===== src/rtl/load_pkg.sv =====
// Shared encodings, FSM state type and size helper for the load align unit.
package load_pkg;

  localparam logic [1:0] SZ_B = 2'b00;
  localparam logic [1:0] SZ_H = 2'b01;
  localparam logic [1:0] SZ_W = 2'b10;
  localparam logic [1:0] SZ_D = 2'b11;

  typedef enum logic [2:0] {
    ST_IDLE,
    ST_REQ0,
    ST_WAIT0,
    ST_REQ1,
    ST_WAIT1,
    ST_DONE
  } ld_state_t;

  function automatic logic [3:0] size_bytes(input logic [1:0] size);
    return 4'(1) << size;
  endfunction

endpackage


===== src/rtl/load_align_unit_extract.sv =====
// Combinational right-align and sign/zero-extend of a one- or two-beat window.
module load_extract
  import load_pkg::*;
#(
  parameter  int unsigned XLEN  = 32,
  localparam int unsigned OFS_W = $clog2(XLEN / 8)
) (
  input  logic [2*XLEN-1:0] beats_i,
  input  logic [OFS_W-1:0]  ofs_i,
  input  logic [1:0]        size_i,
  input  logic              uns_i,
  output logic [XLEN-1:0]   result_c
);

  logic [XLEN-1:0] low;
  logic [XLEN-1:0] mask;
  logic [XLEN-1:0] top;
  logic [6:0]      nbits;

  // Full-width loads give an all-ones mask because the shift overflows to zero.
  always_comb begin
    nbits    = {size_bytes(size_i), 3'b000};
    low      = XLEN'(beats_i >> {ofs_i, 3'b000});
    mask     = (XLEN'(1) << nbits) - XLEN'(1);
    top      = mask & ~(mask >> 1);
    result_c = (low & mask) | ((!uns_i && (|(low & top))) ? ~mask : '0);
  end

endmodule


===== src/rtl/load_align_unit.sv =====
// Load request sequencer: issues one or two aligned beats and returns the formatted result.
module load_align_unit
  import load_pkg::*;
#(
  parameter int unsigned XLEN        = 32,
  parameter int unsigned ADDR_W      = 32,
  parameter bit          MISALIGN_EN = 1'b1
) (
  input  logic              clk_in,
  input  logic              reset_in,
  input  logic              req_valid_in,
  output logic              req_ready_o,
  input  logic [ADDR_W-1:0] req_addr_in,
  input  logic [1:0]        req_size_in,
  input  logic              req_unsigned_in,
  input  logic [4:0]        req_rd_in,
  output logic              dm_req_valid_o,
  input  logic              dm_req_ready_in,
  output logic [ADDR_W-1:0] dm_addr_o,
  input  logic              dm_rsp_valid_in,
  input  logic [XLEN-1:0]   dm_data_in,
  output logic              ld_valid_o,
  input  logic              ld_ready_in,
  output logic [XLEN-1:0]   ld_data_o,
  output logic [4:0]        ld_rd_o,
  output logic              ld_fault_o
);

  localparam int unsigned BYTES = XLEN / 8;
  localparam int unsigned OFS_W = $clog2(BYTES);

  ld_state_t         state_q, state_d;
  logic [OFS_W-1:0]  ofs_q, ofs_d;
  logic [1:0]        size_q, size_d;
  logic              uns_q, uns_d;
  logic [4:0]        rd_q, rd_d;
  logic              cross_q, cross_d;
  logic [XLEN-1:0]   lo_q, lo_d;
  logic              req_ready_q, req_ready_d;
  logic              dm_req_valid_q, dm_req_valid_d;
  logic [ADDR_W-1:0] dm_addr_q, dm_addr_d;
  logic              ld_valid_q, ld_valid_d;
  logic [XLEN-1:0]   ld_data_q, ld_data_d;
  logic              ld_fault_q, ld_fault_d;

  logic              req_cross;
  logic              req_illegal;
  logic [2*XLEN-1:0] ext_beats;
  logic [XLEN-1:0]   ext_result;

  // Second beat pairs the live response with the held first beat; single beats see hi = 0.
  always_comb begin
    req_cross   = (5'(req_addr_in[OFS_W-1:0]) + 5'(size_bytes(req_size_in))) > 5'(BYTES);
    req_illegal = (req_size_in == SZ_D) && (XLEN == 32);
    ext_beats   = (state_q == ST_WAIT1) ? {dm_data_in, lo_q} : {XLEN'(0), dm_data_in};
  end

  load_extract #(.XLEN(XLEN)) u_extract (
    .beats_i  (ext_beats),
    .ofs_i    (ofs_q),
    .size_i   (size_q),
    .uns_i    (uns_q),
    .result_c (ext_result)
  );

  always_comb begin
    state_d    = state_q;
    ofs_d      = ofs_q;
    size_d     = size_q;
    uns_d      = uns_q;
    rd_d       = rd_q;
    cross_d    = cross_q;
    lo_d       = lo_q;
    dm_addr_d  = dm_addr_q;
    ld_data_d  = ld_data_q;
    ld_fault_d = ld_fault_q;

    case (state_q)
      ST_IDLE: begin
        if (req_valid_in && req_ready_q) begin
          ofs_d   = req_addr_in[OFS_W-1:0];
          size_d  = req_size_in;
          uns_d   = req_unsigned_in;
          rd_d    = req_rd_in;
          cross_d = req_cross;
          if (req_illegal || (req_cross && !MISALIGN_EN)) begin
            state_d    = ST_DONE;
            ld_fault_d = 1'b1;
            ld_data_d  = '0;
          end else begin
            state_d    = ST_REQ0;
            ld_fault_d = 1'b0;
            dm_addr_d  = {req_addr_in[ADDR_W-1:OFS_W], OFS_W'(0)};
          end
        end
      end
      ST_REQ0: begin
        if (dm_req_ready_in) state_d = ST_WAIT0;
      end
      ST_WAIT0: begin
        if (dm_rsp_valid_in) begin
          lo_d = dm_data_in;
          if (cross_q) begin
            state_d   = ST_REQ1;
            dm_addr_d = dm_addr_q + ADDR_W'(BYTES);
          end else begin
            state_d   = ST_DONE;
            ld_data_d = ext_result;
          end
        end
      end
      ST_REQ1: begin
        if (dm_req_ready_in) state_d = ST_WAIT1;
      end
      ST_WAIT1: begin
        if (dm_rsp_valid_in) begin
          state_d   = ST_DONE;
          ld_data_d = ext_result;
        end
      end
      ST_DONE: begin
        if (ld_ready_in) begin
          state_d    = ST_IDLE;
          ld_fault_d = 1'b0;
        end
      end
      default: state_d = ST_IDLE;
    endcase

    req_ready_d    = (state_d == ST_IDLE);
    dm_req_valid_d = (state_d == ST_REQ0) || (state_d == ST_REQ1);
    ld_valid_d     = (state_d == ST_DONE);
  end

  always_ff @(posedge clk_in) begin
    if (reset_in) begin
      state_q        <= ST_IDLE;
      ofs_q          <= '0;
      size_q         <= '0;
      uns_q          <= 1'b0;
      rd_q           <= '0;
      cross_q        <= 1'b0;
      lo_q           <= '0;
      req_ready_q    <= 1'b1;
      dm_req_valid_q <= 1'b0;
      dm_addr_q      <= '0;
      ld_valid_q     <= 1'b0;
      ld_data_q      <= '0;
      ld_fault_q     <= 1'b0;
    end else begin
      state_q        <= state_d;
      ofs_q          <= ofs_d;
      size_q         <= size_d;
      uns_q          <= uns_d;
      rd_q           <= rd_d;
      cross_q        <= cross_d;
      lo_q           <= lo_d;
      req_ready_q    <= req_ready_d;
      dm_req_valid_q <= dm_req_valid_d;
      dm_addr_q      <= dm_addr_d;
      ld_valid_q     <= ld_valid_d;
      ld_data_q      <= ld_data_d;
      ld_fault_q     <= ld_fault_d;
    end
  end

  assign req_ready_o    = req_ready_q;
  assign dm_req_valid_o = dm_req_valid_q;
  assign dm_addr_o      = dm_addr_q;
  assign ld_valid_o     = ld_valid_q;
  assign ld_data_o      = ld_data_q;
  assign ld_rd_o        = rd_q;
  assign ld_fault_o     = ld_fault_q;

endmodule


===== config.mk =====
export PLATFORM = sky130hd
export DESIGN_NAME = load_align_unit
export DESIGN_NICKNAME = d
export VERILOG_FILES = /design/src/rtl/load_pkg.sv /design/src/rtl/load_align_unit_extract.sv /design/src/rtl/load_align_unit.sv
export SDC_FILE = /design/constraint.sdc
export NUM_CORES = 1
export LEC_CHECK = 0
export CAP_MARGIN = 30
export CORE_UTILIZATION = 25
export DETAILED_ROUTE_END_ITERATION = 10
export GPL_TIMING_DRIVEN = 0
export REMOVE_ABC_BUFFERS = 1
export SLEW_MARGIN = 20
export SYNTH_ARGS = -nofsm -noshare
export SYNTH_HDL_FRONTEND = slang
export SYNTH_SLANG_ARGS = --single-unit

===== constraint.sdc =====
create_clock -name clk_in -period 3.5 [get_ports clk_in]
set_clock_uncertainty 0.1 [all_clocks]
set_input_delay 0.525 -clock clk_in [delete_from_list [all_inputs] [get_ports clk_in]]
set_output_delay 0.525 -clock clk_in [all_outputs]
set_load 0.03 [all_outputs]

# Yosys cells after proc, flatten, opt, wreduce, memory -nomap -nowiden
# Index checks and enable logic that the tools add are counted.
# Widths: inputs -> output; s select.
# totals
reg_bits,114
inputBits,78
word_cells,85
# op_classes
addsub,3
n_lt_le_gt_ge,1
n_eq_ne,17
n_shift,4
n_mux,26
n_bitwise,6
n_reduce_logical,15
# ops
op,count
$mux 32,10
$and 32x32->32,3
$pmux 32 s3,1
$mux 64,1
$pmux 32 s2,1
$shr 64x5->32,1
$add 32x3->32 const B,1
$not 31->32,1
$not 32->32,1
$or 32x32->32,1
$reduce_or 32->1,1
$shl 1x7->32 const A,1
$sub 32x2->32 const B,1
$mux 3,8
$pmux 3 s6,1
$ne 2x2->1 const B,8
$eq 3x2->1 const B,3
$eq 3x3->1 const B,3
$shl 1x2->4 const A,2
$eq 3x1->1 const B,2
$logic_not 3->1,2
$reduce_and 6->1,1
$add 2x4->5,1
$gt 5x3->1 const B,1
other kinds (11),16

# Logic depth before layout (Yosys ltp)
# Gate-level depths: netlist of run 1.
# logic_depth
ltp_word,13
depth_mapped,10

# Cells and area by module
# From an unflattened synthesis of run 1, not the netlist that was laid out.
# unflattened
hier_cells,921
hier_area_um2,7081.8
# modules_own_cells
mod,instances,cells_per_inst,area_each_um2,seq_area_each_um2
load_align_unit,1,748,5965.7,2242.2
load_extract,1,173,1116.1,0.0

# Worst setup path after synthesis of run 1
# OpenSTA, ideal clock, no wires.
# synth_timing
path_kind,register to register
from,register state_q[0]
to,register ld_data_q[10] (netlist: ld_data_o[10])
setup_time_ns,0.095
arrival_ns,2.281
required_time_ns,3.305
path_slack_ns,1.023
path_stages_with_launch,8
path_buffers,1
path_cell_list,dfxtp_1 > buf_6 > nor3b_2 > mux4_2 > nand2b_1 > a211oi_1 > a311oi_4 > a221oi_1
# synth_via
elab_chain_len,11
# synth_rtl
element,line_no,text
"start, declared",load_align_unit.sv:32,"ld_state_t state_q, state_d;"
"start signal, assigned",load_align_unit.sv:151,state_q <= state_d;
$eq 3x3->1,"load_align_unit.sv:55, load_align_unit.sv:78",
$mux 64,load_align_unit.sv:55,"ext_beats = (state_q == ST_WAIT1) ? {dm_data_in, lo_q} : {XLEN'(0), dm_data_in};"
$shr 64x5->32,load_align_unit_extract.sv:23,"low = XLEN'(beats_i >> {ofs_i, 3'b000});"
$and 32x32->32,load_align_unit_extract.sv:26,result_c = (low & mask) | ((!uns_i && (|(low & top))) ? ~mask : '0);
$reduce_or 32->1,load_align_unit_extract.sv:26,
$logic_and 1x1->1,load_align_unit_extract.sv:26,
$mux 32,load_align_unit_extract.sv:26,
$or 32x32->32,load_align_unit_extract.sv:26,
$mux 32,load_align_unit.sv:103,if (cross_q) begin
$mux 32,load_align_unit.sv:101,if (dm_rsp_valid_in) begin
$pmux 32 s3,load_align_unit.sv:78,case (state_q)
"end signal, assigned",load_align_unit.sv:162,ld_data_q <= ld_data_d;
"end, declared",load_align_unit.sv:43,"logic [XLEN-1:0] ld_data_q, ld_data_d;"
# Parallel ways exist; a longest one is shown, timed or not. The select of a mux whose other input is x is not followed.
# A chain may end at the register's enable or synchronous reset.

# Final worst setup path of run 1
# layout_timing
from,register state_q[2]
to,register ld_data_q[22] (netlist: ld_data_o[22])
# The elaborated chain is that of the path after synthesis.

==> results by stage, run 1 <==
Run status:
- The run finished with clean final reports.

Clocking:
- The tree is rooted in a clkbuf_16.
- At the later pin of the worst-skew pair, clock insertion delay measures about 0.36 ns.
- CTS saw about 110 sinks.
- The clock transition at the registers of the reported paths is 0.08 ns.
- The maximum number of buffers from clock root to sink is 2.
- The CTS tree is built.
- The number of buffers created by CTS is 9.
- The H-tree level count is 3.

Floorplan:
- The die covers between 20000 and 30000 sq um.
- The total area inside the core boundary comes to around 25000 sq um.
- In this run the count of I/O pins placed on the die edge is ~150.
- The initialized floorplan defines slightly below 60 standard-cell rows.
- The initial core utilization is 0.255.
- The horizontal die dimension is about 160 um.
- The floorplan step set the die height to about 160 um.

Finish:
- The area growth from synthesis to layout is 34.3%.
- In the final design database the tool counted a little over 1000 nets.
- At the end of the flow the core is filled with cells to 0.343.
- The summed area of non-filler cells in the final layout is 8630 sq um.
- The fraction of layout instances using a drive strength above 1 is 0.0688.

Timing:
- The headroom to the max-slew limit is 0.371.
- Setup repair after global routing left no endpoint under its margin.
- Of the available clock period, the critical path in the final layout requires 0.953.
- The highest attainable clock frequency is ~300 MHz.
- After layout, the minimum clock period comes to roughly 3.3 ns.
- The count of endpoints failing hold in the final timing report is 0.
- For the pin with the worst max-slew slack, the measured transition is 0.943 ns.
- Setup violations remaining at the end of the flow were counted as 0.
- The number of max-slew violations in the final report is 0.
- On the final layout, the worst hold slack is 0.355 ns.

Pwr:
- The internal power is about 2.8 mW.
- For this design the total switching power over the nets is ~1.8 mW.
- Of the total power, the share spent switching nets is 0.390.
- The portion of total power attributed to combinational logic is 0.385.
- The static power due to leakage is slightly above 3 nW.
- Of the total power, registers draw 0.370.
- Of the total power, the clock network draws 0.246.
- For this design the ratio of total power to cell area is between 500 and 600 nW/um^2.
- The maximum ir drop on the vdd rail is around 0.00027 V.

Flow run:
- The max-cap check violation count is 0.

Worst setup path:
- The type of origin of the critical path is a register.
- The worst setup path is captured at a register.
- In this run the critical register-to-register path is captured at ld_data_o[22].
- In this run the register-to-register setup slack is between 0.15 and 0.2 ns.
- The worst reg2reg path startpoint is state_q[2].
- The depth of the most critical reg-to-reg path is 6.
- The arrival time reported for the critical path endpoint is between 3 and 4 ns.
- Of all nets on the critical path, the largest fanout is 18.
- The endpoint required time on the critical path is 3.63 ns.
- The startpoint-to-endpoint class of the critical path is register to register.

Global route:
- The global-route wire length before repair is approximately 34000 um.
- Entering global routing, the biggest net connects 60 pins.
- The all-layer global routing usage is 0.164.
- The via count of the first global-routing pass is 6083.
- The number of antenna violations at the first check in global routing is 2.
- For this run the aggregate overflow at the end of global routing stands at 0.

Synthesis:
- The most used flip-flop cell after synthesis is dfxtp_1.
- Synthesis produced about 820 cells.
- Of all flip-flops after synthesis, the portion carrying an async set or reset was 0.
- The cell area after technology mapping is 6420 sq um.
- The Yosys warning count is 0.
- After synthesis, the netlist uses 67 different library cells.
- The register bit total from synthesis is ~110.
- The sequential share of the synthesized area is 0.349.
- Averaged over all synthesized cells, the footprint is approximately 7.9 sq um.
- Yosys mapped a number of flops with a built-in enable equal to 0.

Placement:
- The final weighted congestion in routability-driven placement is a little over 0.8.
- The count of input and output buffers is 148.
- Summing all placed instances gives a cell area of 8290 sq um.
- Detailed placement ended at an HPWL of between 10000 and 15000 um.

Drt:
- In this run the top signal layer used is met4.
- The detailed-route DRC error count is 0.
- The length of routed met2 wiring is 10000 um.
- Before antenna repair, the detailed router went through 5 iterations.
- The via density per instance is 5.14.
- After the first detailed-routing iteration, the DRC count stood at between 300 and 400.
- In the final routing, the length of wire on met1 measures about 9600 um.
- The wire length per cell after detailed routing is around 17 um.
- The wire length after detailed routing is about 22000 um.
- The number of antenna-violating nets in the routed design is 0.
- Summed over all nets, wire length on met3 after detailed routing comes to 2000 um.
- The routed layout has 6485 vias.

Min path:
- The startpoint identified for the worst hold timing path is ld_rd_o[3].
- The worst hold path terminates at ld_rd_o[3].
- The class of the most critical hold timing path is register to register.
- The depth of the worst hold-timing path is 2.
## critical path, stage by stage (launching register included)
cell      delay (ns)
dfxtp_1         0.78
or3b_4          0.64
mux4_2          0.53
a21oi_2         0.27
o211ai_4        0.15
o21ai_1         0.54
o21ai_0         0.18
## stage by stage
step                      setup slack, ns  TNS, ns  instances  power, mW
after floorplan                    0.0685        0        752       2.72
after global placement              -2.44  -160.97       1230       3.37
after detailed placement           0.0553        0       1242       3.45
after CTS                         0.00645        0       1258       4.58
after global routing               0.0185        0       1260       4.83
final                               0.165        0       1262       4.57
## kinds of logic after synthesis
family | after synthesis | share of synthesized area
buf+inv | 77 | 0.0487
xor+xnor | 1 | 0.00136
compound gates | 249 | 0.245
simple gates | 298 | 0.205
mux | 74 | 0.139
other cells | 1 | 0.000584
flops | 112 | 0.349
fa+ha+maj | 5 | 0.0109
## sequential cells by signal, summed over array words and instances (netlist names), 2 cells and up
register	flops
dm_addr_o	30
ld_data_o	32
ld_rd_o	5
lo_q	32
ofs_q	2
size_q	2
state_q	3
## synthesized netlist by cell type (all sizes together) (4+ instances only)
| cell | number | share of area |
|---|---|---|
| a211oi | 13 | 0.015 |
| a21o | 11 | 0.013 |
| a21oi | 104 | 0.082 |
| a221oi | 9 | 0.012 |
| a22o | 8 | 0.011 |
| a22oi | 7 | 0.0082 |
| a311oi | 5 | 0.0095 |
| a31oi | 9 | 0.0088 |
| and3 | 7 | 0.0068 |
| buf | 12 | 0.011 |
| clkbuf | 54 | 0.032 |
| dfxtp | 112 | 0.35 |
| ha | 4 | 0.0078 |
| inv | 11 | 0.0064 |
| mux2i | 60 | 0.093 |
| mux4 | 12 | 0.042 |
| nand2 | 137 | 0.080 |
| nand2b | 5 | 0.0049 |
| nand3 | 15 | 0.012 |
| nand4 | 7 | 0.0068 |
| nor2 | 77 | 0.045 |
| nor2b | 5 | 0.0049 |
| nor3 | 18 | 0.014 |
| nor4 | 4 | 0.0039 |
| o21ai | 42 | 0.033 |
| o221ai | 7 | 0.0095 |
| o22ai | 7 | 0.0068 |
| o31ai | 7 | 0.0082 |
| or3 | 6 | 0.0058 |
## power by group through the flow
stage	Clock, mW	Sequential [mW]	Combinational [mW]
floorplan	0	1.85	0.869
global placement	0	1.70	1.68
detailed placement	0	1.70	1.74
CTS	1.15	1.68	1.75
global route	1.20	1.72	1.90
finish	1.12	1.69	1.76
## metal layers
metal,up-vias,GRT usage
li1,3177,-
met1,3051,0.212
met2,238,0.260
met3,19,0.0580
met4,0,0.0347
met5,-,0
## worst max path at each step
stage	start	end	slack (ns)	depth (start not counted)
after floorplan	ofs_q[0]	ld_data_o[10]	0.07	5
after global placement	reset_in	ld_data_o[15]	-2.44	4
after detailed placement	state_q[0]	ld_data_o[22]	0.06	6
after CTS	state_q[0]	ld_data_o[8]	0.006	6
after global routing	state_q[2]	ld_data_o[22]	0.02	6
final	state_q[2]	ld_data_o[22]	0.17	6
## layout make-up
| cell class | count | area, sq um |
|---|---|---|
| Clock buffer | 13 | 292 |
| Timing Repair Buffer | 161 | 1670 |
| Antenna cell | 2 | 5.00 |
| Inverter | 11 | 41.3 |
| Clock inverter | 3 | 26.3 |
| Multi-Input combinational cell | 630 | 3930 |
| Tap cell | 330 | 413 |
| Sequential cell | 112 | 2250 |
| Fill cell | 2665 | 16600 |
## repair_timing
action,CTS,global route
resized for setup,0,2
buffers inserted,0,0
hold buffers,0,0
hold endpoints to repair,0,0
setup endpoints to repair,0,14
## cells in the final DEF (no fill, tap or decap), drive strengths merged, types with 4 or more instances in the layout
cell | Yosys | final
inv | 11 | 14
mux2i | 60 | 60
nand2b | 5 | 5
nand2 | 137 | 137
mux4 | 12 | 12
o31ai | 7 | 7
a22o | 8 | 8
nor2b | 5 | 5
a311oi | 5 | 5
nor4 | 4 | 4
and3 | 7 | 7
or3 | 6 | 6
ha | 4 | 4
nand4 | 7 | 7
o221ai | 7 | 7
nor2 | 77 | 77
a21oi | 104 | 104
clkdlybuf4s50 | 0 | 147
a22oi | 7 | 7
clkbuf | 54 | 13
nor3 | 18 | 18
a211oi | 13 | 13
o22ai | 7 | 7
a21o | 11 | 11
dfxtp | 112 | 112
buf | 12 | 14
nand3 | 15 | 15
o21ai | 42 | 42
a31oi | 9 | 9
a221oi | 9 | 9
No activity file was read; power rests on OpenSTA's default activity.
==> run 2: changes to the inputs <==
--- a/config.mk
+++ b/config.mk
@@ -5,6 +5,7 @@
 export SDC_FILE = /design/constraint.sdc
 export NUM_CORES = 1
 export LEC_CHECK = 0
+export ABC_AREA = 1
 export CAP_MARGIN = 30
 export CORE_UTILIZATION = 25
 export DETAILED_ROUTE_END_ITERATION = 10
==> run 2 against run 1 <==
Against the previous run:
- wire length fell by 0.23%
- combinational power rose by 35%
- worst hold slack got worse by 0.0058 ns
- first-iteration DRC count rose by 57%
- die area rose by 2.0%
- global-route usage rose by 0.060 points
- largest cell class unchanged
==> results by stage, run 2 <==
Run status:
- The flow ran to the end, and the final reports show no timing, DRC or antenna violations.

Finish:
- The net count of the finished layout is 1191.
- Leaving out fill and tap cells, the most frequent cells in the layout are nand2_1, clkdlybuf4s50_1, dfxtp_1.
- The antenna diode count is 0.
- Leaving out fill and tap cells, the most frequent cell in the layout is nand2_1.
- The count of fill cells added during filler insertion is 2700.
- Compared with the post-synthesis result, the final layout area differs by 32.5%.
- After routing the design area is about 8700 sq um.
- The finished layout holds ~1400 standard cells, fillers aside.
- The fraction of layout instances using a drive strength above 1 is 0.0603.
- Once layout is complete, the utilization of the core stands at 0.341.

Synthesis:
- In this run, synthesis inferred 0 flip-flops with an integrated enable.
- The Yosys warning count is 0.
- The leading area contributor after synthesis is dfxtp_1.
- The register bit total from synthesis is between 100 and 150.
- The synthesized netlist occupies a cell area of around 6600 sq um.
- After synthesis, the most frequently instantiated cells are nand2_1, dfxtp_1, a21oi_1.
- The synthesized area per cell is about 6.5 sq um.
- Sorting the synthesized cells by area gives the leading types as dfxtp_1, nand2_1, a21oi_1, o21ai_0, nand3_1.
- The synthesized instance count is between 1000 and 1500.
- The area share of the leading cell type in the synthesized netlist is 0.342.
- The sequential share of the synthesized area is 0.342.
- The distinct cell type count of the synthesized netlist is between 40 and 50.
- Of all flip-flops after synthesis, the portion carrying an async set or reset was 0.
- The most instantiated flip-flop cell in the synthesis netlist is dfxtp_1.
- By instance count, the leading cell after synthesis is nand2_1.

Worst setup path:
- The reg-to-reg endpoint is ld_data_o[9].
- The most critical setup path has its endpoint at ld_data_o[9].
- For the worst flop-to-flop path, the logic depth is 13.
- The peak fanout along the critical path is 33.
- The endpoint required time on the critical path is ~3.6 ns.
- The setup check on the worst reg-to-reg path leaves a slack of 0.31 ns.
- The source of the critical timing path is ofs_q[0].
- STA puts the critical path data arrival time at between 3 and 4 ns.
- By startpoint and endpoint, the worst setup path is classified as register to register.
- The worst setup path is launched from a register.
- STA classifies the critical path endpoint as a register.
- In this run the critical register-to-register path is launched from ofs_q[0].

Clocking:
- Clock-pin slew was measured on the worst setup and hold paths at approximately 0.080 ns.
- In this run the number of H-tree levels came out at 3.
- In this run the clock root is driven by a clkbuf_16.
- For the worst-skew pair, the clock arrives at the later sink with an insertion delay of approximately 0.36 ns.
- The count of clock tree sinks is roughly 110.
- The hold buffer count at cts is 0.
- The CTS tree is built.
- The number of buffers created by CTS is 9.
- No sink is reached through more buffers than the 2 on the longest clock path.

Pwr:
- The maximum ir drop on the vdd rail is between 0.0002 and 0.0003 V.
- Power spread over the standard cell area amounts to approximately 600 nW/um^2.
- The static power due to leakage is slightly above 3 nW.

Timing:
- The final count of negative-setup-slack endpoints is 0.
- The highest attainable clock frequency is between 300 and 400 MHz.
- The count of endpoints failing hold in the final timing report came to 0.
- Setup repair after global routing left no endpoint under its margin.
- The headroom to the max-slew limit is 0.377.
- The worst hold margin is around 0.35 ns.
- In the finished design, the share of the clock period the worst path needs comes to 0.911.
- The summed negative setup slack over all endpoints is 0 ns.
- The pin slew with the least headroom to its limit is slightly above 0.9 ns.
- The number of max-slew violations in the final report is 0.
- The final critical delay including setup and external delays is about 3.2 ns.

Global route:
- Global routing finished with a remaining overflow of 0.
- The number of antenna violations at the first check in global routing is 0.
- The all-layer global routing usage is 0.164.
- Entering global routing, the biggest net connects between 50 and 60 pins.
- The via count of the first global-routing pass is 6454.
- The first global-routing pass estimated ~35000 um of wire.

Drt:
- The initial detailed-routing violation count is 580.
- Dividing the detail-routed wire length by the instance count gives approximately 15 um.
- The first detailed-routing pass took 5 iterations.
- The detailed-route DRC error count is 0.
- Summing over every cut layer, the via total after detailed routing is between 7000 and 8000.
- The via density per instance is 4.86.
- The count of nets left with antenna violations once routing finished came out at 0.
- The wire length after detailed routing is ~22000 um.

Floorplan:
- The die is ~160 um tall.
- The die covers roughly 27000 sq um.
- The core area is around 25000 sq um.
- The horizontal die dimension is about 160 um.
- In this run the count of I/O pins placed on the die edge is 151.
- After floorplanning, the core was divided into 58 placement rows.
- The initial core utilization is 0.257.

Placement:
- The final weighted congestion in routability-driven placement is between 0.8 and 0.9.
- The detailed placement HPWL is 15100 um.
- Once placement finished, the instance area stood at 8360 sq um.
- The count of input and output buffers is ~150.
- The number of instances in the placed design is 1424.

Min path:
- The class of the most critical hold timing path is register to register.

Flow run:
- The max-cap check violation count is 0.
## run 2: cell count changes in the layout (fill, tap and decap cells not counted), moves of 12 or more
cell	previous run	this run
nand2_1	136	217
nor2_1	75	89
mux2i_1	60	0
o21ai_0	39	100
nand3_1	15	90
o211ai_1	1	30
mux4_2	12	0
inv_1	11	85
## run 2: kinds of logic after synthesis
kind of cell / count (synthesis) / share of synthesized area
buffers and inverters: 160 / 0.102
other: 1 / 0.000572
and+or+nand+nor: 438 / 0.291
AOI/OAI and AO/OA: 274 / 0.236
xor gates and xnor gates: 13 / 0.0174
adders and majority gates: 5 / 0.0107
DFF: 112 / 0.342
## run 2: stage by stage
| stage | power [mW] | worst slack [ns] |
|---|---|---|
| after global routing | 5.57 | 0.0211 |
| after detailed placement | 4.13 | -0.205 |
| final | 5.21 | 0.312 |
| after CTS | 5.25 | 0.206 |
| after global placement | 4.02 | -2.86 |
| after floorplan | 3.14 | -0.353 |
## run 2: final cells by class
| class | count | area (sq um) | area share |
|---|---|---|---|
| multi-input cells | 732 | 3680 | 0.423 |
| flip-flops and latches | 112 | 2240 | 0.258 |
| repair buffers | 159 | 1700 | 0.196 |
| well taps | 330 | 413 | 0.0475 |
| inverters | 93 | 354 | 0.0408 |
| clock buffers | 10 | 239 | 0.0275 |
| clock inverters | 4 | 52.6 | 0.00605 |
| repair inverters | 1 | 5.00 | 0.000576 |
## run 2: how the worst min path moves through the flow
| stage | cells past startpoint | end | startpoint |
|---|---|---|---|
| global placement | 2 | lo_q[27] | lo_q[27] |
| finish | 2 | lo_q[21] | lo_q[21] |
| CTS | 2 | lo_q[27] | lo_q[27] |
| detailed placement | 2 | lo_q[13] | lo_q[13] |
| global route | 2 | lo_q[27] | lo_q[27] |
| floorplan | 2 | lo_q[10] | lo_q[10] |
## run 2: metal layers
layer  global-route usage  vias to the layer above  part of all wire
met1                0.219                     3234              0.47
li1                     -                     3557                 -
met5                    0                        -                 0
met4               0.0623                        0             0.020
met3               0.0230                       27             0.051
met2                0.268                      188              0.45
## run 2: repair_timing
item / CTS / global route
setup endpoints to repair: 40 / 1
cloned: 1 / 0
resized for setup: 2 / 1
setup buffers: 2 / 0
## run 2: critical path, cell delays in order (launching register included)
cell      delay [ns]
dfxtp_2         0.70
buf_16          0.24
clkinv_1        0.42
o21bai_2        0.38
nand3_1         0.10
nand2_1         0.08
nand2_1         0.06
nand2_1         0.05
nor2_1          0.10
nand2_1         0.07
nand2_2         0.11
nand2_1         0.33
nand3_1         0.24
a21oi_1         0.08
## run 2: where the power goes
part / internal, mW / total, mW / switching (mW)
clock network: 0.573 / 1.08 / 0.508
logic: 0.856 / 2.37 / 1.52
registers: 1.48 / 1.75 / 0.275
total: 2.90 / 5.21 / 2.30
==> run 3: changes to the inputs <==
--- a/config.mk
+++ b/config.mk
@@ -11,7 +11,7 @@
 export DETAILED_ROUTE_END_ITERATION = 10
 export GPL_TIMING_DRIVEN = 0
 export REMOVE_ABC_BUFFERS = 1
-export SLEW_MARGIN = 20
+export SLEW_MARGIN = 25
 export SYNTH_ARGS = -nofsm -noshare
 export SYNTH_HDL_FRONTEND = slang
 export SYNTH_SLANG_ARGS = --single-unit
==> run 3 against run 2 <==
Against the previous run:
- first-iteration DRC count decreased by 16%
- register-to-register slack got worse by 0.11 ns
- die area unchanged
- sequential power about the same
- cell count increased by 0.21%
- fmax decreased by 3.5%
- non-clock buffer count decreased by 1
- clock power increased by 5%
- sequential share of layout area about the same
- via count about the same
==> results by stage, run 3 (synthesis gave the netlist of run 2 again) <==
Drt:
- The wire length per cell after detailed routing is between 15 and 20 um.
- Dividing the detail-routed via count by the number of cells gives between 4 and 5.
- Once detail routing completed, the nets flagged for antenna violations numbered 0.
- The detailed router finished its first iteration with about 490 violations.
- In the routed design, unresolved DRC markers number 0.
- The total vias in the final route is approximately 7000.
- The wire length after detailed routing is about 22000 um.
- The number of iterations in the first detailed-routing pass is 6.

Pwr:
- The switching power share of the total is 0.449.
- The total power is ~5.2 mW.
- The power share of the clock group is 0.216.
- The internal power is between 2 and 3 mW.
- The power density normalized to cell area is 604 nW/um^2.
- The total net switching power is 2.35 mW.
- The static power due to leakage is about 3.1 nW.
- The worst-case IR drop observed on VDD is 0.000312 V.
- The portion of total power attributed to combinational logic is 0.450.
- Of the total power, registers draw 0.334.

Worst setup path:
- The critical path's top delay family is simple AND/OR/NAND/NOR gates.
- The longest individual stage delay on the worst path is ~0.86 ns.
- The endpoint class of the critical path is a register.
- Measured in cells, the most critical reg-to-reg path has a length of 12.
- The startpoint identified for the worst register-to-register timing path is ofs_q[1].
- The worst register-to-register path has a setup slack of between 0.15 and 0.2 ns.
- The arrival time reported for the critical path endpoint is roughly 3.5 ns.
- The worst setup path is launched from a register.
- The critical path goes through inv_2 > nor2_4 > o211ai_1 > nand2_1 > nand2_1 > nand2_1 > inv_1 > nand2_1 > nand2_2 > nand2_1 > nand3_1 > a21oi_1.
- The critical path starts at ofs_q[1].
- Among the stages of the critical path, the cell type that occurs most often is nand2_1.
- Along the worst path, the maximum fanout reaches 35.
- The startpoint-to-endpoint class of the critical path is register to register.
- For the worst setup path, the data required time is 3.70 ns.
- The reg-to-reg endpoint is ld_data_o[9].
- Counting both buffers and inverters, the worst setup path holds a total of 2.
- The slowest stage cell on the critical path is dfxtp_1.

Floorplan:
- The horizontal die dimension is between 150 and 200 um.
- The die covers roughly 27000 sq um.
- In this run the standard cell core region covers 25500 sq um.
- The die is 164 um tall.
- The boundary pin count is 151.
- For this configuration, the core starts out at a cell density of 0.257.
- In this run the core area contains 58 standard-cell rows.

Min path:
- The worst hold path terminates at lo_q[21].
- The class of the most critical hold timing path is register to register.
- The critical hold path startpoint is lo_q[21].
- Counting instances, the worst hold path has a depth of 2.

Clocking:
- The number of buffers created by CTS is 9.
- Clock-pin slew was measured on the worst setup and hold paths at approximately 0.090 ns.
- The count of clock tree sinks is ~110.
- The clock reaches the later pin of the worst-skew pair after between 0.3 and 0.4 ns.
- TritonCTS built the clock tree.
- The hold buffer count at cts is 0.
- The H-tree level count is 3.
- The tree is rooted in a clkbuf_16.
- The maximum number of buffers from clock root to sink is 2.

Timing:
- The worst pin sits at a relative slew slack of 0.378.
- The summed negative setup slack over all endpoints is 0 ns.
- Setup repair after global routing left no endpoint under its margin.
- The pin slew with the least headroom to its limit is 0.930 ns.
- Setup violations remaining at the end of the flow were counted as 0.
- The highest attainable clock frequency is 303 MHz.
- The share of the clock period used by the worst path is 0.944.
- The number of max-slew violations in the final report is 0.
- The count of endpoints failing hold in the final timing report is 0.
- After layout, the worst setup slack is between 0.15 and 0.2 ns.
- The smallest clock period supported by the final layout is computed as ~3.3 ns.

Global route:
- The via count of the first global-routing pass is around 6400.
- The maximum number of pins on one net before global-route repair is 59.
- The number of antenna violations at the first check in global routing was 2.
- The all-layer global routing usage is 0.163.
- After global routing the overflow that remains totals 0.
- The first global-routing pass estimated about 34000 um of wire.

Flow run:
- The max-cap check violation count is 0.

Finish:
- Compared with the post-synthesis result, the final layout area differs by 32.5%.
- The library cell used most frequently in the layout, excluding fill and tap cells, is nand2_1.
- In the final layout, flip-flops and latches occupy around 2200 sq um.
- Leaving out fill and tap cells, the most frequent cells in the layout are nand2_1, clkdlybuf4s50_1, dfxtp_1.
- The fraction of layout instances using a drive strength above 1 is 0.0612.
- Fill cells in the final layout number 2721.
- The total number of nets in the final design is 1190.
- The area used by multi-input combinational logic is ~3700 sq um.
- The number of standard cells in the final layout excluding fillers is around 1400.

Placement:
- The post-place setup slack is -0.284 ns.
- The number of instances in the placed design is between 1000 and 1500.
- Port buffering added 148 buffers.
- Summed over all nets, the half-perimeter wirelength after detailed placement is 15100 um.
- The congestion estimate from routability-driven global placement came to 0.809.

Run status:
- The run finished with clean final reports.
## run 3: power by group through the flow
stage	logic (mW)	clock network (mW)	registers, mW
2_1_floorplan	1.13	0	2.01
5_1_grt	2.59	1.21	1.79
6_report	2.36	1.13	1.75
3_5_place_dp	2.35	0	1.77
4_1_cts	2.36	1.17	1.75
3_3_place_gp	2.22	0	1.80
## run 3: cell type report
class | instances | share of cell area
clock buffers | 9 | 0.0259
clock inverters | 7 | 0.00994
inverters | 93 | 0.0409
repair inverters | 1 | 0.000576
diodes | 2 | 0.000576
repair buffers | 158 | 0.193
flip-flops and latches | 112 | 0.258
multi-input cells | 732 | 0.423
well taps | 330 | 0.0476
## run 3: per-layer routing
| metal | GRT usage | up-vias | share of wire |
|---|---|---|---|
| li1 | - | 3568 | - |
| met1 | 0.211 | 3249 | 0.47 |
| met2 | 0.269 | 171 | 0.47 |
| met3 | 0.0338 | 24 | 0.047 |
| met4 | 0.0539 | 0 | 0.017 |
| met5 | 0 | - | 0 |
## run 3: how the worst max path moves through the flow
stage | to | slack [ns] | cells after the start
final | ld_data_o[9] | 0.20 | 12
after global routing | ld_data_o[8] | 0.002 | 12
after CTS | ld_data_o[9] | 0.01 | 12
after floorplan | ld_data_o[6] | -0.35 | 9
after global placement | ld_data_o[9] | -2.86 | 10
after detailed placement | dm_addr_o[16] | -0.28 | 10
## run 3: what timing repair did
item | 4_1_cts | 5_1_grt
pin swaps | 0 | 0
resized for setup | 1 | 1
cloned | 1 | 0
buffers inserted | 0 | 2
setup endpoints to repair | 55 | 52
## run 3: metrics by stage
stage	hold WS, ns	instance area, sq um	util
final	0.351	8680	0.341
after global routing	0.367	8680	0.341
after CTS	0.356	8660	0.340
after detailed placement	0.343	8340	0.327
after global placement	0.336	8130	0.319
after floorplan	0.325	6240	-
## run 3: worst reg2reg max path, stage by stage, from the launching register on
cell and delay [ns]:
dfxtp_1 0.86, inv_2 0.51, nor2_4 0.46, o211ai_1 0.18, nand2_1 0.11, nand2_1 0.05
nand2_1 0.06, inv_1 0.03, nand2_1 0.06, nand2_2 0.09, nand2_1 0.39, nand3_1 0.19
a21oi_1 0.15
